`src/rtl/risc_v_mike_gpio_in.sv`:
```
// Debounced GPIO input block: 2-flop sync, per-pin stability counter, sticky RISE/FALL status.
// Optional GPIO_IRQ_EN macro adds a read/write MASK and a registered level interrupt.
module risc_v_mike_gpio_in #(
  parameter int GPIO_BYTE = 8,
  parameter int DB_CNT    = 4
) (
  input  logic                 clk_in,
  input  logic                 rst,
  input  logic [GPIO_BYTE-1:0] gpio_port_in,
  input  logic [3:0]           addr,
  input  logic                 rd_en,
  input  logic                 wr_en,
  input  logic [31:0]          wr_data,
  output logic [31:0]          rd_data,
  output logic                 rd_valid,
  output logic                 gpio_irq
);

  localparam logic [7:0] CNT_TC = 8'(DB_CNT - 1);

  logic [GPIO_BYTE-1:0] sync1_q, sync2_q;
  logic [GPIO_BYTE-1:0] filt_q, filt_d;
  logic [GPIO_BYTE-1:0] rise_q, rise_d;
  logic [GPIO_BYTE-1:0] fall_q, fall_d;
  logic [GPIO_BYTE-1:0] upd;
  logic [GPIO_BYTE-1:0] mask_q;
  logic [GPIO_BYTE-1:0] wdat;
  logic [GPIO_BYTE-1:0] clr_rise, clr_fall;
  logic [7:0]           cnt_q [GPIO_BYTE];
  logic [7:0]           cnt_d [GPIO_BYTE];
  logic [31:0]          rd_word;
  logic [31:0]          rd_data_q, rd_data_d;
  logic                 rd_valid_q, rd_valid_d;
  logic                 unused_wr_hi;

  assign wdat         = wr_data[GPIO_BYTE-1:0];
  assign unused_wr_hi = ^wr_data;
  assign clr_rise     = (wr_en && addr == 4'h4) ? wdat : '0;
  assign clr_fall     = (wr_en && addr == 4'h8) ? wdat : '0;

  // A counter only runs while the synced pin disagrees with the filtered value.
  always_comb begin
    filt_d = filt_q;
    upd    = '0;
    for (int i = 0; i < GPIO_BYTE; i++) begin
      cnt_d[i] = cnt_q[i];
      if (sync2_q[i] == filt_q[i]) begin
        cnt_d[i] = '0;
      end else if (cnt_q[i] == CNT_TC) begin
        cnt_d[i]  = '0;
        filt_d[i] = sync2_q[i];
        upd[i]    = 1'b1;
      end else begin
        cnt_d[i] = cnt_q[i] + 8'd1;
      end
    end
    rise_d = (rise_q & ~clr_rise) | (upd & sync2_q);
    fall_d = (fall_q & ~clr_fall) | (upd & ~sync2_q);
  end

  always_comb begin
    rd_word = '0;
    case (addr)
      4'h0:    rd_word[GPIO_BYTE-1:0] = filt_q;
      4'h4:    rd_word[GPIO_BYTE-1:0] = rise_q;
      4'h8:    rd_word[GPIO_BYTE-1:0] = fall_q;
      4'hC:    rd_word[GPIO_BYTE-1:0] = mask_q;
      default: rd_word = '0;
    endcase
    rd_valid_d = rd_en;
    rd_data_d  = rd_en ? rd_word : '0;
  end

  always_ff @(posedge clk_in) begin
    if (rst) begin
      sync1_q    <= '0;
      sync2_q    <= '0;
      filt_q     <= '0;
      rise_q     <= '0;
      fall_q     <= '0;
      rd_data_q  <= '0;
      rd_valid_q <= 1'b0;
      for (int i = 0; i < GPIO_BYTE; i++) cnt_q[i] <= '0;
    end else begin
      sync1_q    <= gpio_port_in;
      sync2_q    <= sync1_q;
      filt_q     <= filt_d;
      rise_q     <= rise_d;
      fall_q     <= fall_d;
      rd_data_q  <= rd_data_d;
      rd_valid_q <= rd_valid_d;
      for (int i = 0; i < GPIO_BYTE; i++) cnt_q[i] <= cnt_d[i];
    end
  end

  assign rd_data  = rd_data_q;
  assign rd_valid = rd_valid_q;

`ifdef GPIO_IRQ_EN
  logic irq_q;

  always_ff @(posedge clk_in) begin
    if (rst) begin
      mask_q <= '0;
      irq_q  <= 1'b0;
    end else begin
      if (wr_en && addr == 4'hC) mask_q <= wdat;
      irq_q <= |((rise_q | fall_q) & mask_q);
    end
  end

  assign gpio_irq = irq_q;
`else
  assign mask_q   = '0;
  assign gpio_irq = 1'b0;
`endif

endmodule
```
`config.mk`:
```
export PLATFORM = sky130hd
export DESIGN_NAME = risc_v_mike_gpio_in
export DESIGN_NICKNAME = d
export VERILOG_FILES = /design/src/rtl/risc_v_mike_gpio_in.sv
export SDC_FILE = /design/constraint.sdc
export NUM_CORES = 1
export LEC_CHECK = 0
export ABC_AREA = 1
export BUFFER_PORTS_ARGS = -buffer_cell sky130_fd_sc_hd__buf_2
export CORE_ASPECT_RATIO = 0.5
export CORE_UTILIZATION = 50
export CTS_BUF_LIST = sky130_fd_sc_hd__clkbuf_8
export DETAILED_ROUTE_END_ITERATION = 8
export PLACE_DENSITY = 0.72
export SETUP_SLACK_MARGIN = 0.5
export SYNTH_ARGS = -nofsm -noshare
export SYNTH_HDL_FRONTEND = slang
export SYNTH_SLANG_ARGS = --single-unit
export TNS_END_PERCENT = 20
```
`constraint.sdc`:
```
create_clock -name clk_in -period 1.7 [get_ports clk_in]
set_clock_uncertainty 0.1 [all_clocks]
set_input_delay 0.17 -clock clk_in [delete_from_list [all_inputs] [get_ports clk_in]]
set_output_delay 0.17 -clock clk_in [all_outputs]
set_load 0.05 [all_outputs]
```
Yosys cells after proc, flatten, opt, wreduce, memory -nomap -nowiden
Memories as Yosys holds them, arrays and structs flattened.
Index checks and enable logic that the tools add are counted.
{"block": "word_totals", "output_inout_bits": 34, "memories": 1, "in_bits": 48, "regBits": 73, "elab_cells": 126, "ramBits": 64}
{"name": "cnt_q", "words": 8, "width": 8, "rd": 8, "rd_ports_with_merged_regs": 0, "write_ports": 8, "line_no": "29", "rtl": "logic [7:0] cnt_q [GPIO_BYTE];"}
{"block": "op_classes", "bitwise": 26, "muxes": 46, "n_eq_ne": 18, "add_sub_neg": 8, "reduce_logical": 12}
{"cell": "8-bit two-way mux", "count": 26}
{"cell": "8-bit by 1-bit adder with 8-bit output, second input constant", "count": 8}
{"cell": "8-bit by 2-bit == test with 1-bit output, second input constant", "count": 8}
{"cell": "8-bit bitwise AND", "count": 4}
{"cell": "8-bit inverter", "count": 3}
{"cell": "8-bit one-hot mux with 3 select lines", "count": 1}
{"cell": "1-bit two-way mux", "count": 19}
{"cell": "8-bit bitwise OR", "count": 2}
{"cell": "2-bit AND reduction", "count": 8}
{"cell": "1-bit inverter", "count": 9}
{"cell": "1-bit == test", "count": 8}
{"cell": "1-bit bitwise OR", "count": 8}
{"cell": "4-bit by 3-bit == test with 1-bit output, second input constant", "count": 1}
{"cell": "4-bit == test, second input constant", "count": 1}
{"cell": "4-bit zero test", "count": 1}
{"cell": "1-bit logical AND", "count": 2}
{"cell": "2-bit OR reduction", "count": 1}

Longest topological paths before layout
{"block": "logic_depth", "depth_word": 6, "depth_mapped": 7, "depth_no_buf": 7}

Worst setup path after synthesis
Ideal clock, no wire load.
{"block": "synth_path", "path_kind": "register to register", "startpoint": "memory cnt_q[1][0], in the netlist cnt_q[0][8]", "endpoint": "memory cnt_q[1][6], in the netlist cnt_q[0][14]", "path_stages_with_launch": 7, "setup_slack_ps": 422, "setup_time_ps": 120, "n_path_buf": 0, "period_less_slack_ps": 1278, "arrival_time_ps": 1058, "required_ps": 1480, "path_cell_list": "dfxtp_1 > ha_1 > nand2_1 > nor2_1 > nand2_1 > nand2_1 > nor2_1"}
{"element": "start, declared", "line_no": "29"}

==> out/qor.txt <==
FINISH
------------------------------------------------------------------------------------------------------
Fraction of layout instances using a drive strength above 1                                      24.2%
# diodes                                                                                             0
Final net count                                                                                    834
Number of non-filler instances in the completed layout                                             925
Commonest non-fill, non-tap cells in the layout                                           119 x sky130_fd_sc_hd__nand2_1, 102 x sky130_fd_sc_hd__nor2_1, 100 x sky130_fd_sc_hd__inv_1
Fill cell total of the finished layout                                                             812
Layout Cell Area excl Fill                                                                    6380 um2
Share of the core filled with cells                                                              65.5%
Most common library cell in the layout ignoring fill and taps                             sky130_fd_sc_hd__nand2_1
Area delta synth->final                                                                          23.7%

PLACEMENT
------------------------------------------------------------------------------------------------------
Post-placement cell count                                                                          871
Post-detail-place hpwl                                                                         6300 um
Number of input and output port buffers inserted                                                    32
Place WS                                                                                      0.312 ns
Cell area reported after detailed placement                                                   5360 um2
Routability congestion estimate from global placement                                            0.813

WORST SETUP PATH
------------------------------------------------------------------------------------------------------
Largest driver fanout on the critical path                                                           3
CP Cell Sequence                                                                          ha_4, nand2_2, nor2_4, buf_6, nand3_1, a21oi_2
Crit path buffers/inverters                                                                          1
Slowest cell on crit path                                                                 sky130_fd_sc_hd__dfxtp_2
Data arrival time of the worst path                                                            1.50 ns
CP startpoint kind                                                                                flop
Kind of end point of the critical path                                                            flop
Required time reported for the critical path endpoint                                          1.97 ns
Type of the setup path with the least slack                                                    reg2reg
Crit-path leading delay family                                                              flip-flops
Max stage delay on crit path                                                                   0.35 ns

CLOCKING
------------------------------------------------------------------------------------------------------
Bufs on Longest Clock Path                                                                           2
Root buffer selected by CTS                                                               sky130_fd_sc_hd__clkbuf_8
Clock sink count                                                                                   113
Clock network latency to the later pin of the worst-skew pair                                  0.43 ns
Number of CTS-inserted buffers                                                                      17
Clock transition at the register clock pins on the worst setup and hold paths after CTS        0.07 ns
Count of H-tree levels built during CTS                                                              4
Clock tree from TritonCTS                                                                         done

DIE
------------------------------------------------------------------------------------------------------
Core Region                                                                                   9730 um2
Starting Density                                                                                 53.0%
Die outline width                                                                               146 um
Die Y-Extent                                                                                   73.8 um
Cell Rows                                                                                           25
I/O Pins                                                                                            82
Area enclosed by the die boundary                                                           10,700 um2

GRT
------------------------------------------------------------------------------------------------------
Global-route total usage across every layer                                                      19.8%
Highest-utilization routing layer at the global route stage                                       met2
Pin count of the biggest net entering global routing                                                38
Met2 Resource Use GR                                                                             32.6%
Global routing met1 resource utilization                                                         24.2%
Antenna violations before repair                                                                     0
GR met3 Demand/Resource                                                                          5.90%
Vias in the first global route                                                                   3,939
Wire length of the first global-routing pass                                                 16,800 um
Leftover overflow at the end of global routing                                                       0

LOGIC SYNTHESIS
------------------------------------------------------------------------------------------------------
Share of the yosys chip area belonging to registers                                              43.9%
YS warnings                                                                                          0
Share of Yosys cell area claimed by the top area cell type                                       43.9%
Mean area per synthesized cell                                                                7.21 um2
Post-synthesis instance area                                                                  5160 um2
Post-Synthesis Cells                                                                               715
Post-synthesis register bit count                                                                  113
Top post-synthesis cells by area                                                          sky130_fd_sc_hd__dfxtp_1 44%, sky130_fd_sc_hd__nand2_1 9.8%, sky130_fd_sc_hd__nor2_1 9.1%, sky130_fd_sc_hd__inv_1 6.9%, sky130_fd_sc_hd__nand3_1 5.9%
Synth unique cells                                                                                  27
Leading area contributor after synthesis                                                  sky130_fd_sc_hd__dfxtp_1

STA
------------------------------------------------------------------------------------------------------
Final setup slack of the worst path                                                           0.471 ns
Post-route fraction of the period consumed by the critical path                                  72.3%
Worst Hold Slack                                                                             0.0230 ns
Setup violators final                                                                                0
Clock period minus final worst setup slack                                                     1.23 ns
Number of failing hold endpoints at the final stage                                                  0
Pins Over Slew Limit                                                                                 0
Unrepaired setup endpoints after global routing                                                   true
Maximum clock frequency                                                                      0.813 GHz
Setup TNS                                                                                         0 ns

DETAILED ROUTING
------------------------------------------------------------------------------------------------------
Post-DR wirelength/cell                                                                        11.2 um
Remaining antenna violation count                                                                    0
Iteration count of the initial detailed-routing pass                                                 4
Number of violations reported at the end of detailed-routing iteration 0                           240
DRT Wirelength                                                                               10,400 um
Overall via count from detail_route                                                              4,442
Remaining DRCs                                                                                       0
Post-detailed-route via-to-cell ratio                                                             4.80

FLOW RUN
------------------------------------------------------------------------------------------------------
Max-cap check violation count                                                                        0

POWER AND IR DROP
------------------------------------------------------------------------------------------------------
Leak Pwr                                                                                       2.63 nW
Max VDD drop                                                                                  0.509 mV
PnR Total Power                                                                                5.43 mW
Pwr dens                                                                                    852 nW/um2

MIN PATH
------------------------------------------------------------------------------------------------------
Type of the tightest min-delay check                                                            in2reg

STATUS
------------------------------------------------------------------------------------------------------
Outcome                                                                                   complete, no violations

## cells in the mapped netlist
library cell	number
sky130_fd_sc_hd__a21oi_1	40
sky130_fd_sc_hd__buf_2	6
sky130_fd_sc_hd__buf_4	26
sky130_fd_sc_hd__buf_6	2
sky130_fd_sc_hd__clkbuf_1	4
sky130_fd_sc_hd__clkinv_1	2
sky130_fd_sc_hd__conb_1	1
sky130_fd_sc_hd__dfxtp_1	113
sky130_fd_sc_hd__ha_1	8
sky130_fd_sc_hd__inv_1	95
sky130_fd_sc_hd__inv_2	13
sky130_fd_sc_hd__nand2_1	135
sky130_fd_sc_hd__nand3_1	61
sky130_fd_sc_hd__nand3_2	8
sky130_fd_sc_hd__nand4_1	27
sky130_fd_sc_hd__nor2_1	125
sky130_fd_sc_hd__nor2_2	7
sky130_fd_sc_hd__nor2_4	3
sky130_fd_sc_hd__nor2_8	1
sky130_fd_sc_hd__nor3_2	2
sky130_fd_sc_hd__o21ai_0	4
sky130_fd_sc_hd__o21ai_1	7
sky130_fd_sc_hd__o21ai_2	1
sky130_fd_sc_hd__or2_1	1
sky130_fd_sc_hd__or2_2	2
sky130_fd_sc_hd__xnor2_1	6
sky130_fd_sc_hd__xor2_1	15
## power by group
group / total (mW) / leakage, nW / internal, mW / switching, mW
clock network: 2.41 / 0.214 / 1.37 / 1.03
registers: 2.69 / 0.929 / 2.67 / 0.0168
logic: 0.342 / 1.48 / 0.0864 / 0.256
total: 5.43 / 2.63 / 4.13 / 1.31
## worst paths after layout
check | start | slack, ns | endpoint | depth (start not counted)
setup / recovery | cnt_q[0][9] | 0.47 | fall_q[1] | 6
hold / removal | rd_en | 0.02 | rd_valid | 3
setup reg to reg | cnt_q[0][9] | 0.47 | fall_q[1] | 6
hold reg to reg | sync1_q[3] | 0.30 | sync2_q[3] | 2
## final cells by class
type / count / area [um2] / area share (%)
inverter: 110 / 415 / 6.51
sequential: 113 / 2310 / 36.2
multi-input combinational: 478 / 2670 / 41.9
clock buffer: 20 / 275 / 4.32
tap: 135 / 169 / 2.65
timing repair buffer: 58 / 438 / 6.87
clock inverter: 11 / 98.8 / 1.55
## what timing repair did
item                       CTS  global route
pin swaps                    8            24
gates resized for setup     29           106
hold endpoints to repair    24             0
hold buffers                16             0
setup endpoints to repair   93            97
buffers inserted             4             3
## sequential cells by signal, summed over array words and instances, names as in the netlist
register	cells
rd_valid	1
sync1_q	8
fall_q	8
filt_q	8
sync2_q	8
rd_data	8
cnt_q	64
rise_q	8
## kinds of logic (layout without fill, tap and decap cells)
group | count (synthesis) | after routing | synth area share (%)
AOI/OAI and AO/OA | 52 | 52 | 5.12
and+or+nand+nor | 372 | 372 | 32.3
other | 1 | 25 | 0.0727
xor gates and xnor gates | 21 | 21 | 3.57
DFF | 113 | 113 | 43.9
adders and majority gates | 8 | 8 | 1.94
buffers and inverters | 148 | 199 | 13.1
## worst reg2reg max path, delay by kind of cell (launching register included)
kind	cells	cell delay (ns)
adder cells (fa/ha/maj)	1	0.15
AO/OA/AOI/OAI	1	0.15
AND/OR/NAND/NOR	3	0.33
buffers and inverters	1	0.11
flip-flops	1	0.35
## layer usage
layer | up-vias | part of all wire, % | routed length, um
li1 | 2313 | - | -
met1 | 2012 | 46 | 4820
met2 | 97 | 48 | 4970
met3 | 20 | 4.1 | 429
met4 | 0 | 1.7 | 176
met5 | - | 0 | 0
No activity file was read; power rests on OpenSTA's default activity.
